### src/rtl/conv_pkg.sv
// Shared types and constants for the convolution accumulate path.
// Row-group selects and default datapath widths live here.
package conv_pkg;

  typedef enum logic [1:0] {
    IDLE,
    MAC,
    OUT
  } state_e;

  localparam logic [1:0] SEL_ROW0 = 2'd0;
  localparam logic [1:0] SEL_ROW1 = 2'd1;
  localparam logic [1:0] SEL_ROW2 = 2'd2;

  localparam int TAPS_PER_SEL = 3;
  localparam int NUM_SEL      = 3;

  localparam int DEF_ACC_W = 18;
  localparam int DEF_OUT_W = 8;

endpackage

### src/rtl/conv_accum_seq_if.sv
// Window/result handshake bundle between the accumulate stage,
// its upstream window source, the compute block and downstream.
interface conv_accum_seq_if
  import conv_pkg::*;
#(
  parameter int ACC_W = DEF_ACC_W,
  parameter int OUT_W = DEF_OUT_W
);

  logic             win_valid;
  logic             win_last;
  logic             win_ready;
  logic [1:0]       select;
  logic [15:0]      sum;
  logic             res_valid;
  logic             res_ready;
  logic [OUT_W-1:0] res_data;
  logic [ACC_W-1:0] res_raw;
  logic             res_last;

  modport master (
    output win_valid,
    output win_last,
    output sum,
    output res_ready,
    input  win_ready,
    input  select,
    input  res_valid,
    input  res_data,
    input  res_raw,
    input  res_last
  );

  modport slave (
    input  win_valid,
    input  win_last,
    input  sum,
    input  res_ready,
    output win_ready,
    output select,
    output res_valid,
    output res_data,
    output res_raw,
    output res_last
  );

endinterface

### src/rtl/conv_accum_seq_sat_shift.sv
// Unsigned right shift followed by saturation to OUT_W bits.
// Shared with the pooling and activation stages.
module sat_shift #(
  parameter int IN_W  = 18,
  parameter int OUT_W = 8,
  parameter int SHIFT = 0
) (
  input  logic [IN_W-1:0]  din,
  output logic [OUT_W-1:0] dout
);

  logic [IN_W-1:0] sh;

  assign sh = din >> SHIFT;

  generate
    if (OUT_W < IN_W) begin : g_sat
      assign dout = (|sh[IN_W-1:OUT_W]) ? '1 : sh[OUT_W-1:0];
    end else begin : g_ext
      assign dout = OUT_W'(sh);
    end
  endgenerate

endmodule

### src/rtl/conv_accum_seq.sv
// Sequences the compute block through its three row groups and
// accumulates the partial sums into one scaled 3x3 result.
module conv_accum_seq
  import conv_pkg::*;
#(
  parameter int ACC_W = DEF_ACC_W,
  parameter int OUT_W = DEF_OUT_W,
  parameter int SHIFT = 0
) (
  input logic             clk,
  input logic             rst_n,
  conv_accum_seq_if.slave bus
);

  state_e           state_q, state_d;
  logic [1:0]       cnt_q, cnt_d;
  logic [ACC_W-1:0] acc_q, acc_d;
  logic             last_q, last_d;

  always_ff @(posedge clk or negedge rst_n) begin
    if (!rst_n) begin
      state_q <= IDLE;
      cnt_q   <= SEL_ROW0;
      acc_q   <= '0;
      last_q  <= 1'b0;
    end else begin
      state_q <= state_d;
      cnt_q   <= cnt_d;
      acc_q   <= acc_d;
      last_q  <= last_d;
    end
  end

  always_comb begin
    state_d = state_q;
    cnt_d   = cnt_q;
    acc_d   = acc_q;
    last_d  = last_q;
    unique case (1'b1)
      (state_q == IDLE): begin
        if (bus.win_valid) begin
          state_d = MAC;
          cnt_d   = SEL_ROW0;
          last_d  = bus.win_last;
        end
      end
      (state_q == MAC): begin
        // first row group restarts the sum, dropping the old result
        if (cnt_q == SEL_ROW0) begin
          acc_d = ACC_W'(bus.sum);
        end else begin
          acc_d = acc_q + ACC_W'(bus.sum);
        end
        if (cnt_q == SEL_ROW2) begin
          state_d = OUT;
          cnt_d   = SEL_ROW0;
        end else begin
          cnt_d = cnt_q + 2'd1;
        end
      end
      (state_q == OUT): begin
        if (bus.res_ready) begin
          if (bus.win_valid) begin
            state_d = MAC;
            cnt_d   = SEL_ROW0;
            last_d  = bus.win_last;
          end else begin
            state_d = IDLE;
          end
        end
      end
      default: begin
        state_d = IDLE;
        cnt_d   = SEL_ROW0;
      end
    endcase
  end

  assign bus.win_ready = (state_q == MAC) && (cnt_q == SEL_ROW2);
  assign bus.select    = (state_q == MAC) ? cnt_q : SEL_ROW0;
  assign bus.res_valid = (state_q == OUT);
  assign bus.res_raw   = acc_q;
  assign bus.res_last  = last_q;

  sat_shift #(
    .IN_W (ACC_W),
    .OUT_W(OUT_W),
    .SHIFT(SHIFT)
  ) u_sat (
    .din (acc_q),
    .dout(bus.res_data)
  );

endmodule
### src/flat_wrapper.sv
// flat-port wrapper written by rule: the top's interface ports become plain ports
module conv_accum_seq_flat import conv_pkg::*;
#(
  parameter int ACC_W = DEF_ACC_W,
  parameter int OUT_W = DEF_OUT_W,
  parameter int SHIFT = 0
)
  (clk, rst_n, bus_win_valid, bus_win_last, bus_sum, bus_res_ready, bus_win_ready, bus_select, bus_res_valid, bus_res_data, bus_res_raw, bus_res_last);
  conv_accum_seq_if #(.ACC_W(ACC_W), .OUT_W(OUT_W)) bus_i ();
  input logic clk;
  input logic rst_n;
  input wire logic [$bits(bus_i.win_valid)-1:0] bus_win_valid;
  input wire logic [$bits(bus_i.win_last)-1:0] bus_win_last;
  input wire logic [$bits(bus_i.sum)-1:0] bus_sum;
  input wire logic [$bits(bus_i.res_ready)-1:0] bus_res_ready;
  output wire logic [$bits(bus_i.win_ready)-1:0] bus_win_ready;
  output wire logic [$bits(bus_i.select)-1:0] bus_select;
  output wire logic [$bits(bus_i.res_valid)-1:0] bus_res_valid;
  output wire logic [$bits(bus_i.res_data)-1:0] bus_res_data;
  output wire logic [$bits(bus_i.res_raw)-1:0] bus_res_raw;
  output wire logic [$bits(bus_i.res_last)-1:0] bus_res_last;
  assign bus_i.win_valid = bus_win_valid;
  assign bus_i.win_last = bus_win_last;
  assign bus_i.sum = bus_sum;
  assign bus_i.res_ready = bus_res_ready;
  assign bus_win_ready = bus_i.win_ready;
  assign bus_select = bus_i.select;
  assign bus_res_valid = bus_i.res_valid;
  assign bus_res_data = bus_i.res_data;
  assign bus_res_raw = bus_i.res_raw;
  assign bus_res_last = bus_i.res_last;
  conv_accum_seq #(.ACC_W(ACC_W), .OUT_W(OUT_W), .SHIFT(SHIFT)) u_core (.clk(clk), .rst_n(rst_n), .bus(bus_i));
endmodule
### config.mk
export PLATFORM = sky130hd
export DESIGN_NAME = conv_accum_seq_flat
export DESIGN_NICKNAME = d
export VERILOG_FILES = /design/src/rtl/conv_pkg.sv /design/src/rtl/conv_accum_seq_if.sv /design/src/rtl/conv_accum_seq_sat_shift.sv /design/src/rtl/conv_accum_seq.sv /design/src/flat_wrapper.sv
export SDC_FILE = /design/constraint.sdc
export NUM_CORES = 1
export LEC_CHECK = 0
export ABC_CLOCK_PERIOD_IN_PS = 3000
export CORE_MARGIN = 2
export CORE_UTILIZATION = 49
export CTS_CLUSTER_DIAMETER = 50
export DETAILED_ROUTE_END_ITERATION = 6
export PLACE_DENSITY_LB_ADDON = 0.08
export SETUP_SLACK_MARGIN = 0.3
export SLEW_MARGIN = 20
export SYNTH_ARGS = -nofsm -noshare
export SYNTH_HDL_FRONTEND = slang
export SYNTH_HIERARCHICAL = 1
export SYNTH_SLANG_ARGS = --single-unit
### constraint.sdc
create_clock -name clk -period 3 [get_ports clk]
set_input_delay 0.6 -clock clk [delete_from_list [all_inputs] [get_ports clk]]
set_output_delay 0.6 -clock clk [all_outputs]
set_load 0.02 [all_outputs]
# --- After elaboration in Yosys (flattened, before gate mapping) ---
# Index checks and enable logic that the tools add are counted.
word_totals:
  elab_cells: 34
  input_bits: 21
  reg_bits: 23
classes:
  n_reduce_logical: 7
  n_eq_ne: 6
  muxes: 15
  add_sub_neg: 2
ops:
  columns: ["op", "n"]
  rows:
  - ["$add A18 B16 Y18", 1]
  - ["$mux W18", 1]
  - ["$mux W2", 7]
  - ["$pmux W2 S3", 2]
  - ["$reduce_or A10 Y1", 1]
  - ["$mux W8", 1]
  - ["$eq A2 B2 Y1 const B", 2]
  - ["$logic_not A2 Y1", 2]
  - ["$ne A2 B2 Y1 const B", 2]
  - ["$mux W1", 3]
  - ["$reduce_and A3 Y1", 1]
  - ["$add A2 B1 Y2 const B", 1]
  - ["$eq A2 B1 Y1 const B", 1]
  - ["$ne A2 B1 Y1 const B", 1]
  - ["$pmux W1 S2", 1]
  - ["$reduce_and A2 Y1", 1]
  - ["$reduce_bool A2 Y1", 1]
  - ["$logic_and A1 B1 Y1", 1]

# --- Longest topological paths before layout ---
depth:
  ltp_word: 3
  depth_mapped: 9

# --- Cells and area by module ---
# The synthesis kept the hierarchy.
by_module_without_submodules:
  columns: ["module", "area_each_um2", "cells_each", "seq_area_each_um2", "n_inst"]
  rows:
  - ["conv_accum_seq", 1859.3, 218, 575.6, 1]
  - ["sat_shift", 98.8, 11, 0.0, 1]

# --- Least setup slack after synthesis ---
# No wires, ideal clock.
synth_path:
  kind: "input -> register"
  from: "input port bus_sum[0]"
  to: "register u_core.acc_q[16], in the netlist u_core/bus.res_raw[16]"
  t_arrival_ps: 2551
  path_buffers: 0
  setup_slack_ps: 323
  required_time_ps: 2874
  setup_ps: 126
  stages: 9
  cell_sequence: "ha_1 -> fa_1 -> a211oi_2 -> o21ai_1 -> a21oi_2 -> o31ai_2 -> a311oi_2 -> nor3_1 -> a311o_1"
synth_via:
  elab_chain_len: 2
synth_rtl:
  columns: ["item", "line_no", "rtl"]
  rows:
  - ["start: declaration", "flat_wrapper.sv:14", "input wire logic [$bits(bus_i.sum)-1:0] bus_sum;"]
  - ["$add A18 B16 Y18", "conv_accum_seq.sv:52", "acc_d = acc_q + ACC_W'(bus.sum);"]
  - ["$mux W18", "conv_accum_seq.sv:49", "if (cnt_q == SEL_ROW0) begin"]
  - ["end signal: assignment", "conv_accum_seq.sv:24", "acc_q <= '0;"]
  - ["end signal: assignment", "conv_accum_seq.sv:29", "acc_q <= acc_d;"]
  - ["end: declaration", "conv_accum_seq.sv:17", "logic [ACC_W-1:0] acc_q, acc_d;"]
# Every way passes these cells.
# A chain may end at the register's enable or synchronous reset.

# --- Worst setup path in the final report ---
layout_path:
  from: "input port bus_sum[9]"
  to: "register u_core.acc_q[17], in the netlist u_core/bus.res_raw[17]"
# Same word-level chain as after synthesis.

==> metrics.md <==
| Metric | Value |
|---|---|
| Status | `completed` |
| Clock root buffer | `clkbuf_8` |
| Total Power | `3.14 mW` |
| Mean Syn Cell Area | `8.55 um^2` |
| Worst Tran Pin Value | `0.681 ns` |
| DR WL/cell | `15.6 um` |
| Layout cells sized above 1 | `11.8%` |
| Post-synth ARST share | `100%` |
| Static leakage | `1.16 nW` |
| CP Capture Type | `register` |
| GPL Wtd Cong | `0.902` |
| Max Transition Viols Final | `0` |
| Die height | `67.2 um` |
| Vias in the first global route | `1813` |
| Seq/Total Area, Yosys | `29.4%` |
| Post-synth top area cell | `dfrtp_1` |
| Final nets | `326` |
| Setup Skew | `0.00286 ns` |
| DRC | `0` |
| Clock power share | `6.5%` |
| Slew HR | `54.5%` |
| Prevailing post-synth register cell | `dfrtp_1` |
| Gr ovfl total | `0` |
| Slowest stage delay, CP | `0.48 ns` |
| Antenna violations before repair | `0` |
| Setup CP Type | `in -> reg` |
| RR Startpoint | `u_core/bus.res_raw[0]$_DFFE_PN0P_` |
| Power density cells | `1180 mW/mm^2` |
| DRT Pass-1 Iters | `4` |
| # H-tree levels | `1` |
| Cells after synthesis | `229` |
| CTS tree | `done` |
| Peak VDD IR | `0.563 mV` |
| Placed Cells | `329` |
| Post-DP HPWL | `3790 um` |
| TritonCTS Buffers | `3` |
| CTS clk-pin slew, worst paths | `0.09 ns` |
| Fmax | `375 MHz` |
| PortBufs | `51` |
| Share of total power in combinational logic | `73.2%` |
| Final Non-Filler Cells | `335` |
| Synth top area cells | `dfrtp_1 29%, ha_1 10%, a21oi_1 5.9%, nand2_1 5.6%, nor2_1 5.0%` |
| Cell internal pwr | `1.58 mW` |
| Synth cell types | `54` |
| FF-to-FF End | `u_core/bus.res_raw[14]$_DFFE_PN0P_` |
| Cell chain of the critical path | `clkdlybuf4s50_1 -> ha_1 -> nand4_2 -> o221ai_1 -> a21boi_2 -> o31ai_4 -> a221oi_2 -> or4_1 -> nand3_1` |
| Worst Path Arrival | `2.88 ns` |
| Total GRT Usage | `25.2%` |
| Min Clock Period, post-route | `2.66 ns` |
| Initial Util | `52.3%` |
| Core ar. | `0.00374 mm^2` |
| Global-route wire length before repair | `8670 um` |
| Crit path max-delay cell type | `or4_1` |
| Row cnt | `22` |
| Drt via density | `5.90` |
| Total vias in the final route | `1975` |
| Hold endpoint | `u_core/bus.res_last$_DFFE_PN0P_` |
| Final worst path period share | `88.8%` |
| Synth-to-layout area growth | `35.3%` |
| Top cells by count, synth | `29 x nand2_1, 26 x nor2_1, 23 x a21oi_1, 23 x dfrtp_1, 16 x ha_1` |
| WHS Path Cells | `1` |
| Clock latency on the worst-skew pair | `0.27 ns` |
| Reg2Reg Depth | `11` |
| Die width | `67.2 um` |
| Clock sinks | `23` |
| Final setup vio count | `0` |
| Flops & latches, synth | `23` |
| Part of the power in registers | `20.3%` |
| CTS Hold Bufs | `0` |
| Detailed Route Iter0 Violations | `115` |
| CP startpoint kind | `primary input` |
| WHS | `0.516 ns` |
| Net Switching | `1.56 mW` |
| Cell Area, Synth | `0.00196 mm^2` |
| ANT nets after route | `0` |
| Synth Net Count | `267` |
| HP Start | `u_core/bus.res_last$_DFFE_PN0P_` |
| Final Hold Vio Count | `0` |
| Critical Path RT | `3.21 ns` |
| Final WL | `5220 um` |
| Top cell type's share of synthesized area | `29.4%` |
| RSZ-0062 raised after global routing | `true` |
| Diodes inserted | `0` |
| Worst-path maximum fanout | `8` |
| Hold crit path type | `reg -> reg` |
| R2r setup slk | `0.50 ns` |
| Most numerous cell in the Yosys netlist | `nand2_1` |
| Clock Path Buffers | `2` |
| EDFF count, synth | `0` |
| Switching Share | `49.6%` |
| Ys Warns | `6` |
| Ports | `52` |
| Total die area | `0.00452 mm^2` |
| Max_cap viols | `0` |
| Largest net degree at the start of global routing | `24` |
==> worst max-delay path by stage <==
stage,cells past startpoint,to,slack [ns],startpoint
detailed placement,10,u_core/bus.res_raw[16]$_DFFE_PN0P_,-0.23,bus_sum[0]
floorplan,9,u_core/bus.res_raw[16]$_DFFE_PN0P_,0.32,bus_sum[0]
finish,9,u_core/bus.res_raw[17]$_DFFE_PN0P_,0.34,bus_sum[9]
CTS,9,u_core/bus.res_raw[16]$_DFFE_PN0P_,0.37,bus_sum[9]
global placement,10,u_core/bus.res_raw[16]$_DFFE_PN0P_,-0.19,bus_sum[0]
global route,9,u_core/bus.res_raw[17]$_DFFE_PN0P_,0.25,bus_sum[9]
==> registers in the layout, indices dropped and copies added (netlist names) <==
register             count
u_core/cnt_q             2
u_core/state_q           2
u_core/bus.res_raw      18
u_core/bus.res_last      1
==> metrics by stage <==
stage	util [%]	setup slack [ns]	area [um^2]	TNS (ns)
CTS	70.3	0.365	2630	0
finish	70.8	0.335	2650	0
global placement	68.3	-0.195	2560	-0.220
global route	70.8	0.253	2650	0
floorplan	-	0.323	1960	0
detailed placement	68.3	-0.231	2560	-0.265
==> area by class of cell <==
type                    instances  area (um^2)
clock buffers                   3         41.3
clock inverters                 1         5.00
fillers                       336         1090
inverters                       4         15.0
multi-input cells             194         1360
flip-flops and latches         23          576
well taps                      48         60.1
repair buffers                 62          597
==> power by group through the flow <==
stage | logic, mW | clock network (mW) | registers (mW)
floorplan | 1.39 | 0 | 0.761
global placement | 2.16 | 0 | 0.639
detailed placement | 2.19 | 0 | 0.643
CTS | 2.25 | 0.205 | 0.638
global route | 2.52 | 0.221 | 0.668
finish | 2.30 | 0.203 | 0.637
==> cells by family after synthesis <==
family | Yosys count | synth area share, %
AO/OA/AOI/OAI | 74 | 27.1
buffers and inverters | 12 | 2.75
flip-flops | 23 | 29.4
XOR/XNOR | 10 | 4.47
adder cells (fa/ha/maj) | 17 | 11.2
AND/OR/NAND/NOR | 90 | 23.4
multiplexers | 3 | 1.66
==> worst max-delay path: cells and delay by family <==
family | cells | cell delay (ns)
compound gates | 4 | 0.63
fa+ha+maj | 1 | 0.47
buf+inv | 1 | 0.43
simple gates | 3 | 0.74
==> timing repair <==
action	CTS	global route
setup buffers	2	0
pin swaps	7	2
setup endpoints to repair	2	4
gates resized for setup	4	5
==> routing by layer <==
| layer | track usage (%) | share of wire [%] | up-vias | wire [um] |
|---|---|---|---|---|
| li1 | - | - | 964 | - |
| met1 | 33.9 | 46 | 955 | 2410 |
| met2 | 43.7 | 49 | 50 | 2550 |
| met3 | 2.33 | 4.0 | 6 | 208 |
| met4 | 6.38 | 0.98 | 0 | 51 |
| met5 | 0 | 0 | - | 0 |
==> placed cells by master, fill, tap and decap left out, drive strengths merged, types with 2 or more instances in the layout <==
cell           count
a31oi              4
or4                2
nor4               3
xor2               4
nand2             29
o31ai              2
o21ai              9
nor3               2
o21bai             2
clkdlybuf4s50     48
and2               3
a221oi             2
o211ai             4
nor2b              5
a21oi             25
a21o               8
dfrtp             23
nand4b             8
dlymetal6s2s       2
a211oi             2
ha                16
a21boi             2
nand4              2
clkbuf             3
nor2              26
nand3              5
o21a               3
inv                4
xnor2              6
mux2               2
buf               11
a22oi              3
and3               2
Note: power is estimated with default switching activity, not from simulation.
